### src/rtl/uart_tx_pkg.sv
// rtl/uart_tx_pkg.sv - shared PicoIO helpers (counter width function)
package uart_tx_pkg;

    // Number of bits needed to hold values 0..value-1 (ceil(log2(value)), minimum 1).
    function automatic int clog2(input int value);
        int width;
        int rem;
        width = 0;
        rem   = value - 1;
        while (rem > 0) begin
            width = width + 1;
            rem   = rem >> 1;
        end
        if (width == 0) begin
            width = 1;
        end
        return width;
    endfunction

endpackage

### src/rtl/uart_tx_baud_gen.sv
// rtl/uart_tx_baud_gen.sv - bit period timer, one-cycle tick per CLKS_PER_BIT clocks
module baud_gen
    import uart_tx_pkg::*;
#(
    parameter int CLKS_PER_BIT = 868
) (
    input  logic clk,
    input  logic rst,
    input  logic clear,
    output logic tick
);

    localparam int CNT_W = clog2(CLKS_PER_BIT);
    localparam logic [CNT_W-1:0] CNT_LAST = CNT_W'(CLKS_PER_BIT - 1);

    logic [CNT_W-1:0] cnt;

    // Tick marks the last clock of the current bit period.
    assign tick = (cnt == CNT_LAST);

    // Baud counter: held at zero by clear, wraps to zero on each bit boundary.
    always_ff @(posedge clk or posedge rst) begin
        if (rst) begin
            cnt <= '0;
        end else if (clear || tick) begin
            cnt <= '0;
        end else begin
            cnt <= cnt + CNT_W'(1);
        end
    end

endmodule

### src/rtl/uart_tx.sv
// rtl/uart_tx.sv - UART transmitter popping words directly from an upstream FIFO
module uart_tx
    import uart_tx_pkg::*;
#(
    parameter int CLKS_PER_BIT = 868,
    parameter int DATA_BITS    = 8,
    parameter int STOP_BITS    = 1
) (
    input  logic                 clk,
    input  logic                 rst,
    input  logic                 dataPresent,
    input  logic [DATA_BITS-1:0] dataIn,
    output logic                 read,
    output logic                 serialOut,
    output logic                 busy
);

    typedef enum logic [1:0] {
        IDLE  = 2'd0,
        START = 2'd1,
        DATA  = 2'd2,
        STOP  = 2'd3
    } state_t;

    localparam int BIT_W = clog2(DATA_BITS);
    localparam logic [BIT_W-1:0] LAST_DATA = BIT_W'(DATA_BITS - 1);
    localparam logic [BIT_W-1:0] LAST_STOP = BIT_W'(STOP_BITS - 1);

    state_t               state, state_n;
    logic [DATA_BITS-1:0] shreg, shreg_n;
    logic [BIT_W-1:0]     bitcnt, bitcnt_n;
    logic                 serial_n;
    logic                 clear;
    logic                 tick;

    baud_gen #(
        .CLKS_PER_BIT(CLKS_PER_BIT)
    ) u_baud_gen (
        .clk  (clk),
        .rst  (rst),
        .clear(clear),
        .tick (tick)
    );

    // State, shift register, bit counter and the registered line output.
    always_ff @(posedge clk or posedge rst) begin
        if (rst) begin
            state     <= IDLE;
            shreg     <= '0;
            bitcnt    <= '0;
            serialOut <= 1'b1;
        end else begin
            state     <= state_n;
            shreg     <= shreg_n;
            bitcnt    <= bitcnt_n;
            serialOut <= serial_n;
        end
    end

    // Next-state logic; serial_n is the line level for the cycle after the edge,
    // so the start bit appears the cycle after the read pulse.
    always_comb begin
        state_n  = state;
        shreg_n  = shreg;
        bitcnt_n = bitcnt;
        serial_n = serialOut;
        read     = 1'b0;
        busy     = 1'b1;
        clear    = 1'b0;
        case (state)
            IDLE: begin
                busy     = 1'b0;
                clear    = 1'b1;
                serial_n = 1'b1;
                if (dataPresent) begin
                    read     = 1'b1;
                    shreg_n  = dataIn;
                    bitcnt_n = '0;
                    serial_n = 1'b0;
                    state_n  = START;
                end
            end
            START: begin
                if (tick) begin
                    serial_n = shreg[0];
                    bitcnt_n = '0;
                    state_n  = DATA;
                end
            end
            DATA: begin
                if (tick) begin
                    shreg_n = shreg >> 1;
                    if (bitcnt == LAST_DATA) begin
                        serial_n = 1'b1;
                        bitcnt_n = '0;
                        state_n  = STOP;
                    end else begin
                        serial_n = shreg[1];
                        bitcnt_n = bitcnt + BIT_W'(1);
                    end
                end
            end
            STOP: begin
                serial_n = 1'b1;
                if (tick) begin
                    if (bitcnt == LAST_STOP) begin
                        bitcnt_n = '0;
                        state_n  = IDLE;
                    end else begin
                        bitcnt_n = bitcnt + BIT_W'(1);
                    end
                end
            end
            default: begin
                state_n = IDLE;
            end
        endcase
        // The FIFO must never see a pop while the block is held in reset.
        if (rst) begin
            read = 1'b0;
        end
    end

endmodule
### config.mk
export PLATFORM = sky130hd
export DESIGN_NAME = uart_tx
export DESIGN_NICKNAME = d
export VERILOG_FILES = /design/src/rtl/uart_tx_pkg.sv /design/src/rtl/uart_tx_baud_gen.sv /design/src/rtl/uart_tx.sv
export SDC_FILE = /design/constraint.sdc
export NUM_CORES = 1
export LEC_CHECK = 0
export BUFFER_PORTS_ARGS = -buffer_cell sky130_fd_sc_hd__buf_2
export CAP_MARGIN = 20
export CORE_MARGIN = 2
export CORE_UTILIZATION = 50
export CTS_CLUSTER_DIAMETER = 100
export DETAILED_ROUTE_END_ITERATION = 10
export PLACE_DENSITY = 0.79
export SKIP_CTS_REPAIR_TIMING = 1
export SLEW_MARGIN = 20
export SYNTH_ARGS = -nofsm -noshare
export SYNTH_HDL_FRONTEND = slang
export SYNTH_SLANG_ARGS = --single-unit
### constraint.sdc
create_clock -name clk -period 2.04 [get_ports clk]
set_clock_uncertainty 0.2 [all_clocks]
set_input_delay 0.102 -clock clk [delete_from_list [all_inputs] [get_ports clk]]
set_output_delay 0.102 -clock clk [all_outputs]
set_load 0.01 [all_outputs]
* Word-level counts from Yosys, hierarchy flattened
Index checks and enable logic that the tools add are counted.
Cells by class: muxes and demuxes 28, reductions and logical operators 8, equal/unequal tests 11, add/sub/neg operators 2
Operators with widths (number):
- 3-bit 2-to-1 mux | 6
- 8-bit 2-to-1 mux | 2
- 8-bit case mux with 2 select lines | 1
- 2-bit 2-to-1 mux | 6
- 3-bit case mux with 4 select lines | 1
- 10-bit by 1-bit adder with 10-bit output, second input constant | 1
- 10-bit == test, second input constant | 1
- 10-bit 2-to-1 mux | 1
- 1-bit 2-to-1 mux | 9
- 2-bit case mux with 4 select lines | 1
- 2-bit by 1-bit inequality test with 1-bit output, second input constant | 3
- 2-bit inequality test, second input constant | 3
- 6-bit AND reduction | 1
- 2-bit == test, second input constant | 2
- 1-bit case mux with 4 select lines | 1
- 4-bit AND reduction | 1
- 3-bit by 1-bit adder with 3-bit output, second input constant | 1
- 3-bit == test, second input constant | 1
- 3-bit logical NOT | 1
- 3-bit AND reduction | 1
- 2-bit by 1-bit == test with 1-bit output, second input constant | 1
- 2-bit logical NOT | 1
- 2-bit AND reduction | 1
- 2-bit nonzero test | 1
- 1-bit logical OR | 1
Storage, ports and cells: logic and storage cells 54, input port bits 11, register bits 24, output and inout port bits 3

* Depth between registers and ports, before layout
word-level depth 4, depth in mapped cells 7, mapped depth without buffers 6

* Hierarchy
From an unflattened synthesis, not the netlist that was laid out.
Unflattened totals: cell total of the unflattened synthesis 141, area, all modules 1455.1 µm²
Modules (own cells, without submodules):
- uart_tx | instances 1, cells each 84, area each 885.8 µm², sequential area each 351.6 µm²
- baud_gen | instances 1, cells each 57, area each 569.3 µm², sequential area each 250.2 µm²

* Worst setup path after synthesis
Ideal clock, no wire load.
path kind reg2reg, start point register u_baud_gen.cnt[3], end point register bitcnt[0], cell stages (with the launch flop) 5, library setup time 0.125 ns, required time 1.715 ns, slack -0.103 ns, arrival 1.818 ns, buffers on the path 0, cell sequence dfrtp_1 > or4b_4 > o31ai_1 > o21a_1 > mux2_2
Between the ends: longest elaborated chain between the ends 3, elaborated cells between the ends (all ways) 5, classes of those cells 4 x eq/ne; 1 x reduce/logical
RTL lines:
- start: declaration | line uart_tx_baud_gen.sv:16 | logic [CNT_W-1:0] cnt;
- start signal: assignment | line uart_tx_baud_gen.sv:28 | cnt <= cnt + CNT_W'(1);
- 10-bit == test (*) | line uart_tx_baud_gen.sv:19 | assign tick = (cnt == CNT_LAST);
- 2-bit by 1-bit inequality test with 1-bit output (no line)
- 4-bit AND reduction (no line) (*)
- end signal: assignment | line uart_tx.sv:55 | bitcnt <= bitcnt_n;
- end: declaration | line uart_tx.sv:31 | logic [BIT_W-1:0] bitcnt, bitcnt_n;
Mark *: on every way between the ends. The rest lies on a longest branch, timed or not. A chain may end at the register's enable or synchronous reset.

* Final worst setup path
start point register u_baud_gen.cnt[7], end point register shreg[6]
Between the ends: longest elaborated chain between the ends 3
RTL lines:
- 10-bit == test | line uart_tx_baud_gen.sv:19
- 2-bit by 1-bit inequality test with 1-bit output (no line)
- 3-bit AND reduction (no line)
- end signal: assignment | line uart_tx.sv:54 | shreg <= shreg_n;
- end: declaration | line uart_tx.sv:30 | logic [DATA_BITS-1:0] shreg, shreg_n;
Every way passes these cells.

==> results.py <==
metrics = {
    "status": {
        "status": "finished with violations",
        "failed_checks": "setup timing",
    },
    "timing": {
        "relSlewSlack": 0.764,
        "tightest_slew_ns": 0.353,
        "period_minus_slack_ns": 2.09,
        "finalSetupViolations": 8,
        "tns_ns": -0.299,
        "finalHoldViolations": 0,
        "finalMaxSlewViolations": 0,
        "period_share": 1.02,
        "hold_ws_ns": 0.0430,
        "rsz0062_at_grt": "true",
        "setup_ws_ns": -0.0485,
        "fmax_mhz": 479,
    },
    "setup_path": {
        "critPathCaptureType": "flop",
        "cp-start-kind": "flop",
        "crit_required_ns": 2.05,
        "critPathMaxFanout": 7,
        "cp.arrival_ns": 2.10,
        "critical_path_class": "flop to flop",
        "reg2regPathDepth": 4,
    },
    "layout": {
        "layout_common_cells": "23 x dfrtp_1, 18 x buf_4, 13 x buf_2, 12 x o22ai_1, 11 x nor3_1",
        "nNetsFinal": 190,
        "diodes": 0,
        "finalInstanceArea_um2": 1710,
        "drive_gt1_frac": 0.308,
        "layout.cells.non_filler": 199,
        "area_delta_synth_final_pct": 30.3,
        "final_common_cell": "dfrtp_1",
        "finish.utilization": 0.689,
    },
    "clock_network": {
        "clk_pin_slew_ns": 0.14,
        "clock_latency_ns": 0.32,
        "clockRootBuffer": "clkbuf_4",
        "clockBufferDepth": 2,
        "cts_tree": "yes",
        "h-tree-depth": 1,
        "clock_sinks": 24,
        "cts_buffers": 3,
    },
    "yosys": {
        "async_flop_share": 1.00,
        "syn-num-nets": 149,
        "avgSynthCellArea_um2": 10.2,
        "yosys.cell_types.count": 33,
        "yosysTopAreaCell": "dfrtp_1",
        "synth_seq_cells": 24,
        "synth_area_leaders": "dfrtp_1 44%, ha_1 8.6%, o22ai_1 6.7%",
        "syn_inst": 129,
        "synth_area_um2": 1310,
        "ys_seq_area_frac": 0.459,
        "synth-edff-count": 0,
        "ys_warn_count": 0,
        "ys.flop_type": "dfrtp_1",
        "netlist.area_leader.share": 0.439,
    },
    "place": {
        "dp_slack_ns": -0.138,
        "dp_hpwl_mm": 2.13,
        "port_buffers": 13,
        "place_inst": 184,
        "place_area_um2": 1530,
        "globalplace.congestion": 0.854,
    },
    "floorplan": {
        "die-area_um2": 3050,
        "chipHeight_um": 55.2,
        "pin_count": 14,
        "coreArea_um2": 2480,
        "die_w_um": 55.2,
        "initial_utilization": 0.529,
        "rows": 18,
    },
    "power_and_ir_drop": {
        "vdd_drop_max_mv": 0.433,
        "p_total_uw": 731,
        "power.leakage_nw": 0.755,
        "power_density_nw_per_um2": 428,
    },
    "routing": {
        "routedWlPerCell_um": 15.9,
        "num_vias": 1181,
        "wl_mm": 3.16,
        "ant_nets": 0,
        "drtIter0Drc": 24,
        "vias_per_cell": 5.93,
        "drc": 0,
        "dr.pass1.iters": 4,
    },
    "global_route": {
        "grt_pass1_vias": 1099,
        "grt-ovfl-total": 0,
        "grt_pass1_wl_mm": 4.80,
        "grt_start_max_net_pins": 25,
        "antenna_found_initial": 0,
        "grt_usage": 0.227,
    },
    "hold_path": {
        "hp-class": "input port to flop",
        "hold_path_depth": 3,
    },
    "flow_run": {
        "max_cap_viol_count": 0,
    },
}
==> final cells by class <==
type / instances / area, um2
Timing Repair Buffer: 41 / 302
Inverter: 9 / 33.8
Multi-Input combinational cell: 91 / 706
Fill cell: 175 / 771
Sequential cell: 24 / 602
Tap cell: 30 / 37.5
Clock buffer: 4 / 26.3
==> synthesized netlist by cell type (all sizes together), types with 3 or more instances <==
master and instances:
ha 9, dfrtp 23, xnor2 6, a21oi 10, nor3 12, mux2 4, o22ai 14, nor2 5
clkbuf 4, nand3 4, inv 9, nand2 3
==> path summary, 6_finish.rpt <==
kind	from	to	slack, ns
setup / recovery	u_baud_gen.cnt[7]	shreg[6]	-0.05
hold / removal	dataPresent	serialOut	0.04
setup reg to reg	u_baud_gen.cnt[7]	shreg[6]	-0.05
hold reg to reg	u_baud_gen.cnt[0]	u_baud_gen.cnt[0]	0.30
max in group asynchronous	rst	serialOut	1.12
min in group asynchronous	rst	u_baud_gen.cnt[9]	0.21
==> state kept, by name (all words and copies together) (netlist names) <==
name,cells
state,2
bitcnt,3
u_baud_gen.cnt,10
serialOut,1
shreg,8
==> report_power, final <==
| group | total, mW | switching (mW) | internal, mW |
|---|---|---|---|
| logic | 0.0376 | 0.0173 | 0.0203 |
| registers | 0.476 | 0 | 0.476 |
| clock network | 0.217 | 0.141 | 0.0763 |
==> layer usage <==
| layer | vias to the layer above | track usage | routed length [um] |
|---|---|---|---|
| li1 | 558 | - | - |
| met1 | 585 | 0.252 | 1320 |
| met2 | 29 | 0.413 | 1680 |
| met3 | 9 | 0.0376 | 91 |
| met5 | - | 0 | 0 |
| met4 | 0 | 0.114 | 64 |
==> worst max-delay path, stage by stage, from the launching register on <==
cell,delay [ns]
dfrtp_1,0.42
or4b_4,0.58
or4b_4,0.56
o22ai_2,0.14
a21oi_1,0.10
==> cell families (layout without fill, tap and decap cells) <==
family	Yosys count	after routing	share of synthesized area
flip-flops	24	24	0.459
multiplexers	6	6	0.0497
AO/OA/AOI/OAI	34	34	0.163
AND/OR/NAND/NOR	34	34	0.147
buffers and inverters	14	54	0.0411
XOR/XNOR	8	8	0.0535
adder cells (fa/ha/maj)	9	9	0.0860
Note: power is estimated with default switching activity, not from simulation.
